==> src/rtl/prog_loader.sv <==
// -----------------------------------------------------------------------------
// prog_loader
//
// Byte-stream program loader for the microprocessor's instruction memory.
// A frame is: COUNT byte N (0 means 2**ADDR_WIDTH), then N LO/HI byte pairs
// each forming one instruction {HI, LO} truncated to INSTR_WIDTH bits, then a
// CHK byte equal to the XOR of every preceding frame byte. Each instruction is
// written through a one-cycle Prog_WE pulse at consecutive addresses from 0.
// The CPU is held in reset (Cpu_Rst=0) until a frame's checksum verifies.
//
// Parameters
//   ADDR_WIDTH   instruction memory address width (depth = 2**ADDR_WIDTH)
//   INSTR_WIDTH  instruction word width, 9..16
//
// Ports
//   Clk               system clock, rising edge
//   Rst               asynchronous active-low reset
//   Start             one-cycle pulse beginning a frame (ignored while Busy)
//   Byte_In           stream data byte
//   Byte_Valid        Byte_In valid this cycle
//   Byte_Ready        loader accepts a byte this cycle (transfer = Valid&Ready)
//   Prog_Address      instruction memory write address
//   Prog_Instruction  instruction memory write data
//   Prog_WE           instruction memory write enable, one-cycle pulse
//   Cpu_Rst           active-low reset to the microprocessor
//   Busy              a frame is in progress
//   Done              last frame loaded and verified
//   Error             last frame rejected
// -----------------------------------------------------------------------------
module prog_loader #(
    parameter int ADDR_WIDTH  = 8,
    parameter int INSTR_WIDTH = 9
) (
    input  logic                   Clk,
    input  logic                   Rst,
    input  logic                   Start,
    input  logic [7:0]             Byte_In,
    input  logic                   Byte_Valid,
    output logic                   Byte_Ready,
    output logic [ADDR_WIDTH-1:0]  Prog_Address,
    output logic [INSTR_WIDTH-1:0] Prog_Instruction,
    output logic                   Prog_WE,
    output logic                   Cpu_Rst,
    output logic                   Busy,
    output logic                   Done,
    output logic                   Error
);

    // Remaining-count width must hold both 2**ADDR_WIDTH and any 8-bit count.
    localparam int CNT_W = ((ADDR_WIDTH > 8) ? ADDR_WIDTH : 8) + 1;
    localparam logic [CNT_W-1:0] FULL_COUNT = CNT_W'(1 << ADDR_WIDTH);
    localparam logic [CNT_W-1:0] ONE_COUNT  = CNT_W'(1);

    // HI-byte bits that fall outside the instruction word and must be zero.
    localparam logic [7:0] RSV_MASK = 8'(16'h00FF << (INSTR_WIDTH - 8));

    typedef enum logic [2:0] {
        S_IDLE,
        S_COUNT,
        S_LO,
        S_HI,
        S_WRITE,
        S_CHECK,
        S_DONE,
        S_ERR
    } state_t;

    state_t                state;
    state_t                next_state;
    logic [ADDR_WIDTH-1:0] addr;
    logic [CNT_W-1:0]      remaining;
    logic [7:0]            acc;
    logic [7:0]            lo_byte;
    logic                  xfer;
    logic                  hi_reserved;

    assign xfer        = Byte_Valid & Byte_Ready;
    assign hi_reserved = (Byte_In & RSV_MASK) != 8'd0;

    // State register
    always_ff @(posedge Clk or negedge Rst) begin
        if (!Rst) begin
            state <= S_IDLE;
        end else begin
            state <= next_state;
        end
    end

    // Next-state logic
    always_comb begin
        next_state = state;
        case (state)
            S_IDLE, S_DONE, S_ERR: begin
                if (Start) next_state = S_COUNT;
            end
            S_COUNT: begin
                if (xfer) next_state = S_LO;
            end
            S_LO: begin
                if (xfer) next_state = S_HI;
            end
            S_HI: begin
                if (xfer) next_state = hi_reserved ? S_ERR : S_WRITE;
            end
            S_WRITE: begin
                // remaining still holds the pre-decrement value here
                next_state = (remaining == ONE_COUNT) ? S_CHECK : S_LO;
            end
            S_CHECK: begin
                if (xfer) next_state = (Byte_In == acc) ? S_DONE : S_ERR;
            end
            default: next_state = S_IDLE;
        endcase
    end

    // Outputs decoded from state
    always_comb begin
        Byte_Ready = 1'b0;
        Prog_WE    = 1'b0;
        Busy       = 1'b0;
        Done       = 1'b0;
        Error      = 1'b0;
        Cpu_Rst    = 1'b0;
        case (state)
            S_COUNT, S_LO, S_HI, S_CHECK: begin
                Byte_Ready = 1'b1;
                Busy       = 1'b1;
            end
            S_WRITE: begin
                Prog_WE = 1'b1;
                Busy    = 1'b1;
            end
            S_DONE: begin
                Done    = 1'b1;
                Cpu_Rst = 1'b1;
            end
            S_ERR: begin
                Error = 1'b1;
            end
            default: ;
        endcase
    end

    // Frame datapath: address/remaining counters, checksum, write port regs.
    // The write port registers load on the HI transfer so they are valid for
    // the WRITE cycle and then hold while the address counter moves on.
    always_ff @(posedge Clk or negedge Rst) begin
        if (!Rst) begin
            addr             <= '0;
            remaining        <= '0;
            acc              <= '0;
            lo_byte          <= '0;
            Prog_Address     <= '0;
            Prog_Instruction <= '0;
        end else begin
            case (state)
                S_IDLE, S_DONE, S_ERR: begin
                    if (Start) begin
                        addr      <= '0;
                        remaining <= '0;
                        acc       <= '0;
                    end
                end
                S_COUNT: begin
                    if (xfer) begin
                        remaining <= (Byte_In == 8'd0) ? FULL_COUNT : CNT_W'(Byte_In);
                        acc       <= acc ^ Byte_In;
                    end
                end
                S_LO: begin
                    if (xfer) begin
                        lo_byte <= Byte_In;
                        acc     <= acc ^ Byte_In;
                    end
                end
                S_HI: begin
                    if (xfer) begin
                        acc <= acc ^ Byte_In;
                        if (!hi_reserved) begin
                            Prog_Address     <= addr;
                            Prog_Instruction <= INSTR_WIDTH'({Byte_In, lo_byte});
                        end
                    end
                end
                S_WRITE: begin
                    addr      <= addr + ADDR_WIDTH'(1);
                    remaining <= remaining - ONE_COUNT;
                end
                default: ;
            endcase
        end
    end

endmodule

==> config.mk <==
export PLATFORM = sky130hd
export DESIGN_NAME = prog_loader
export DESIGN_NICKNAME = d
export VERILOG_FILES = /design/src/rtl/prog_loader.sv
export SDC_FILE = /design/constraint.sdc
export NUM_CORES = 1
export LEC_CHECK = 0
export ABC_AREA = 1
export CAP_MARGIN = 20
export CORE_ASPECT_RATIO = 0.8
export CORE_MARGIN = 2
export CORE_UTILIZATION = 55
export CTS_BUF_LIST = sky130_fd_sc_hd__clkbuf_16
export DETAILED_ROUTE_END_ITERATION = 8
export PLACE_DENSITY = 0.8
export REMOVE_ABC_BUFFERS = 1
export SKIP_CTS_REPAIR_TIMING = 1
export SYNTH_ARGS = -nofsm -noshare
export SYNTH_HDL_FRONTEND = slang
export SYNTH_SLANG_ARGS = --single-unit
==> constraint.sdc <==
create_clock -name Clk -period 3.8 [get_ports Clk]
set_input_delay 0.76 -clock Clk [delete_from_list [all_inputs] [get_ports Clk]]
set_output_delay 0.76 -clock Clk [all_outputs]
set_load 0.005 [all_outputs]
; ---- Word-level counts from Yosys, hierarchy flattened
; Index checks and enable logic that the tools add are counted.
[word_totals]
register_bits = 53
latchBits = 0
ram_bits = 0
romBits = 0
inputBits = 12
output_inout_bits = 23
elab_cells = 65
memories = 0
[classes]
add_sub_neg = 2
mul = 0
div = 0
n_lt_le_gt_ge = 0
eq_ne = 15
n_shift = 0
mux = 22
n_bitwise = 3
n_reduce_logical = 16
[ops]
columns = op, n
row1 = 8-bit one-hot mux with 2 select lines, 2
row2 = 9-bit 2-to-1 mux, 3
row3 = 9-bit one-hot mux with 3 select lines, 1
row4 = 3-bit 2-to-1 mux, 6
row5 = 3-bit one-hot mux with 6 select lines, 1
row6 = 8-bit 2-to-1 mux, 2
row7 = "3-bit equality test, second input constant", 4
row8 = "2-bit != test, second input constant", 5
row9 = "9-bit by 1-bit equality test with 1-bit output, second input constant", 1
row10 = 3-bit AND reduction, 3
row11 = "9-bit by 1-bit subtractor with 9-bit output, second input constant", 1
row12 = "8-bit by 1-bit adder with 8-bit output, second input constant", 1
row13 = 8-bit equality test, 1
row14 = 8-bit zero test, 1
row15 = 8-bit nonzero test, 1
row16 = 8-bit bitwise XOR, 1
row17 = "3-bit by 2-bit equality test with 1-bit output, second input constant", 2
row18 = 1-bit 2-to-1 mux, 6
row19 = 3-bit OR reduction, 2
row20 = 5-bit AND reduction, 1
row21 = 5-bit OR reduction, 1
row22 = 2-bit AND reduction, 2
row23 = 2-bit nonzero test, 2
row24 = 4-bit OR reduction, 1
row25 = 7 further kinds, 7

; ---- Depth between registers and ports, before layout
[logic_depth]
depth_word = 6
depth_mapped = 10
mapped_depth_nobuf = 10

; ---- Worst setup path before layout
; OpenSTA, ideal clock, no wires.
[synth_timing]
path_type = register to output
from = reg state[1]
to = out Prog_WE
t_arrival_ps = 969
t_required_ps = 3040
setup_slack_ps = 2071
stages_incl_launch_ff = 5
n_path_buf = 1
cell_sequence = dfrtp_1 -> inv_2 -> nand2_1 -> nor2_1 -> buf_4
[synth_via]
elab_chain_cells = 2
[synth_rtl]
columns = item, line_no
row1 = from (decl), 68  ; state_t state;
row2 = from (signal assigned), 85  ; state <= next_state;
row3 = 3-bit equality test, 124  ; case (state)
row4 = 1-bit 2-to-1 mux, 124
row5 = to (decl), 42  ; output logic Prog_WE,
; No other way between the ends.

; ---- Worst setup path after layout
; Same ends and word-level chain as after synthesis.

==> impl_metrics.env <==
export IMPL_outcome="finished, final reports clean"
export IMPL_drtAntennaViolNets=0
export IMPL_grt_pass1_wl_um=10400
export IMPL_rr_worst_depth=6
export IMPL_wl_per_cell_um=13.8
export IMPL_initial_core_util_pct=58.0
export IMPL_antenna_found_initial=0
export IMPL_fin_tns_setup_ns=0
export IMPL_fin_util_pct=69.5
export IMPL_synthMuxAreaShare_pct=0
export IMPL_finalHoldViolCount=0
export IMPL_power_switching_w=0.000927
export IMPL_dp_hpwl_um=4320
export IMPL_nNetsFinal=399
export IMPL_die_x_um=82.3
export IMPL_r2r_end="acc[6]"
export IMPL_crit_end="Prog_WE"
export IMPL_coreArea_um2=4650
export IMPL_yosysWarnings=0
export IMPL_fin_crit_sh_pct=65.7
export IMPL_synthDistinctLibCells=25
export IMPL_track_usage_pct=25.2
export IMPL_p_sw_share_pct=40.7
export IMPL_synthArstFlopShare_pct=100
export IMPL_drc=0
export IMPL_crit_path_end_kind="output port"
export IMPL_period_needed_ns=2.49
export IMPL_pwr_share_comb_pct=41.6
export IMPL_path_clk_slew_ns=0.07
export IMPL_hold_class="flip-flop to flip-flop"
export IMPL_ys_ff_latch=53
export IMPL_cts_made_buffers=5
export IMPL_drv_cap=0
export IMPL_grt_overflow_total=0
export IMPL_tightest_slew_ns=0.705
export IMPL_synth_top_family_by_area="simple AND/OR/NAND/NOR gates"
export IMPL_grt_pass1_vias=2269
export IMPL_crit_fanout=14
export IMPL_syn_mean_instance_area_um2=7.73
export IMPL_synth_main_ff_cell="dfrtp_1"
export IMPL_setup_viol_count_final=0
export IMPL_cellLeakagePower_nw=1.55
export IMPL_h_tree_depth=2
export IMPL_viasPerCell=5.46
export IMPL_first_iter_violations=247
export IMPL_p_clk_share_pct=22.7
export IMPL_slew_headroom_pct=53.0
export IMPL_reg2reg_setup_slack_ns=2.00
export IMPL_vias=2429
export IMPL_place_congestion=0.940
export IMPL_rsz0062_at_grt="no"
export IMPL_drt_total_wl_um=6120
export IMPL_synth_edf_count=0
export IMPL_path_cells="inv_2, nand2_1, nor2_1, buf_4, clkdlybuf4s50_1"
export IMPL_arrival_ns=1.73
export IMPL_whs_ns=0.483
export IMPL_final_layout_size_suffix_gt1_share_pct=7.01
export IMPL_yosys_area_share_adder_pct=1.39
export IMPL_cp_slowest_cell="clkdlybuf4s50_1"
export IMPL_io_pins=35
export IMPL_die_h_um=66.6
export IMPL_grt_max_degree=31
export IMPL_antenna_cells=0
export IMPL_synth_top_cell_area_share_pct=49.2
export IMPL_pwr_share_seq_pct=35.8
export IMPL_worstReg2RegStart="state[0]"
export IMPL_vdd_ir_drop_worst_uv=536
export IMPL_area_growth_pct=19.9
export IMPL_critPathLaunch="state[1]"
export IMPL_io_buffers=34
export IMPL_synth_compound_area_share_pct=13.6
export IMPL_dieArea_um2=5480
export IMPL_firstDrtPassIters=4
export IMPL_criticalPathCategory="flip-flop to output port"
export IMPL_p_int_w=0.00135
export IMPL_worst_setup_path_start_kind="flip-flop"
export IMPL_ys_seq_area_share_pct=49.2
export IMPL_clkLatencyLatePin_ns=0.30
export IMPL_synth_area_um2=2700
export IMPL_cts_root_buffer="clkbuf_16"
export IMPL_crit_required_ns=3.04
export IMPL_slowest_delay_ns=0.52
export IMPL_slew_viol_final=0
export IMPL_synthXorXnorAreaFrac_pct=1.30
export IMPL_clk_path_buf_depth=2
export IMPL_fmax_ghz=0.401
export IMPL_clock_sinks=53
export IMPL_netlist_top_cells_area="dfrtp_1, nand2_1, o21ai_0, inv_1, nor2_1"
export IMPL_finalClockSkew_ns=0.00618
export IMPL_tritoncts="built"
export IMPL_synthSimpleGateAreaFrac_pct=24.8
export IMPL_synthCells=349
export IMPL_power_density_nw_per_um2=704
export IMPL_rows=22
export IMPL_synth_largest_area_cell="dfrtp_1"
layer usage:
metal | vias up | share of wire, % | global-route usage, %
met5 | - | 0 | 0
met2 | 89 | 45 | 37.1
met4 | 0 | 1.7 | 8.96
met3 | 11 | 5.9 | 5.69
met1 | 1142 | 48 | 36.3
li1 | 1187 | - | -
cell type report:
class	count	area [µm²]
Inverter	53	199
Sequential cell	53	1330
Fill cell	356	1420
Clock buffer	5	125
Clock inverter	3	42.5
Timing Repair Buffer	37	358
Tap cell	60	75.1
Multi-Input combinational cell	234	1110
flip-flops by register name, summed over array words and instances (netlist names):
signal and cells:
remaining 9, Prog_Instruction 9, addr 8, Prog_Address 8, lo_byte 8, acc 8, state 3
power by group through the flow:
stage / clock (W) / sequential [W] / combinational, W
after floorplan: 0 / 0.000798 / 0.000658
after global placement: 0 / 0.000815 / 0.000893
after detailed placement: 0 / 0.000818 / 0.000923
after CTS: 0.000520 / 0.000811 / 0.000942
after global routing: 0.000546 / 0.000833 / 0.00108
final: 0.000516 / 0.000814 / 0.000946
kinds of logic (layout without fill, tap and decap cells):
logic type | after synthesis | after routing
compound gates | 67 | 67
xor+xnor | 4 | 4
fa+ha+maj | 3 | 3
buf+inv | 62 | 98
flops | 53 | 53
simple gates | 160 | 160
placed cells by master, fill, tap and decap left out, types with 3 or more instances in the layout:
master	netlist	routed
o21ai_2	5	5
nor2_1	32	32
o22ai_1	6	6
inv_2	5	5
ha_1	3	3
a21oi_1	11	11
inv_1	48	49
buf_4	2	3
clkbuf_16	0	5
nand2_2	5	5
clkdlybuf4s50_1	0	33
nand3_1	21	21
nand4_1	8	8
dfrtp_1	53	53
o21ai_0	40	40
nand2_1	90	90
synth_stat cells, types with 3 or more instances:
cell type,number
a21oi_1,11
buf_6,3
clkbuf_1,4
dfrtp_1,53
ha_1,3
inv_1,48
inv_2,5
nand2_1,90
nand2_2,5
nand3_1,21
nand4_1,8
nor2_1,32
o21ai_0,40
o21ai_2,5
o22ai_1,6
how the worst min path moves through the flow:
stage	from	slack, ns	cells past startpoint	to
finish	Prog_Address[6]	0.48	2	Prog_Address[6]
global route	Prog_Address[2]	0.52	2	Prog_Address[2]
CTS	Prog_Instruction[4]	0.49	2	Prog_Instruction[4]
detailed placement	Prog_Instruction[4]	0.47	2	Prog_Instruction[4]
global placement	lo_byte[0]	0.47	2	lo_byte[0]
floorplan	lo_byte[0]	0.45	2	lo_byte[0]
through the flow:
step / cell area (µm²) / cells / power [W] / setup WS, ns
6_report: 3230 / 445 / 0.00228 / 1.31
5_1_grt: 3230 / 445 / 0.00246 / 1.23
4_1_cts: 3230 / 445 / 0.00227 / 1.30
3_5_place_dp: 3070 / 437 / 0.00174 / 1.29
3_3_place_gp: 3070 / 437 / 0.00171 / 1.43
2_1_floorplan: 2630 / 340 / 0.00146 / 1.70
critical path: cells and delay by family (launching register included):
family        cells  cell delay [ns]
flops             1             0.42
buf+inv           3             0.81
simple gates      2             0.20
Note: power is estimated with default switching activity, not from simulation.
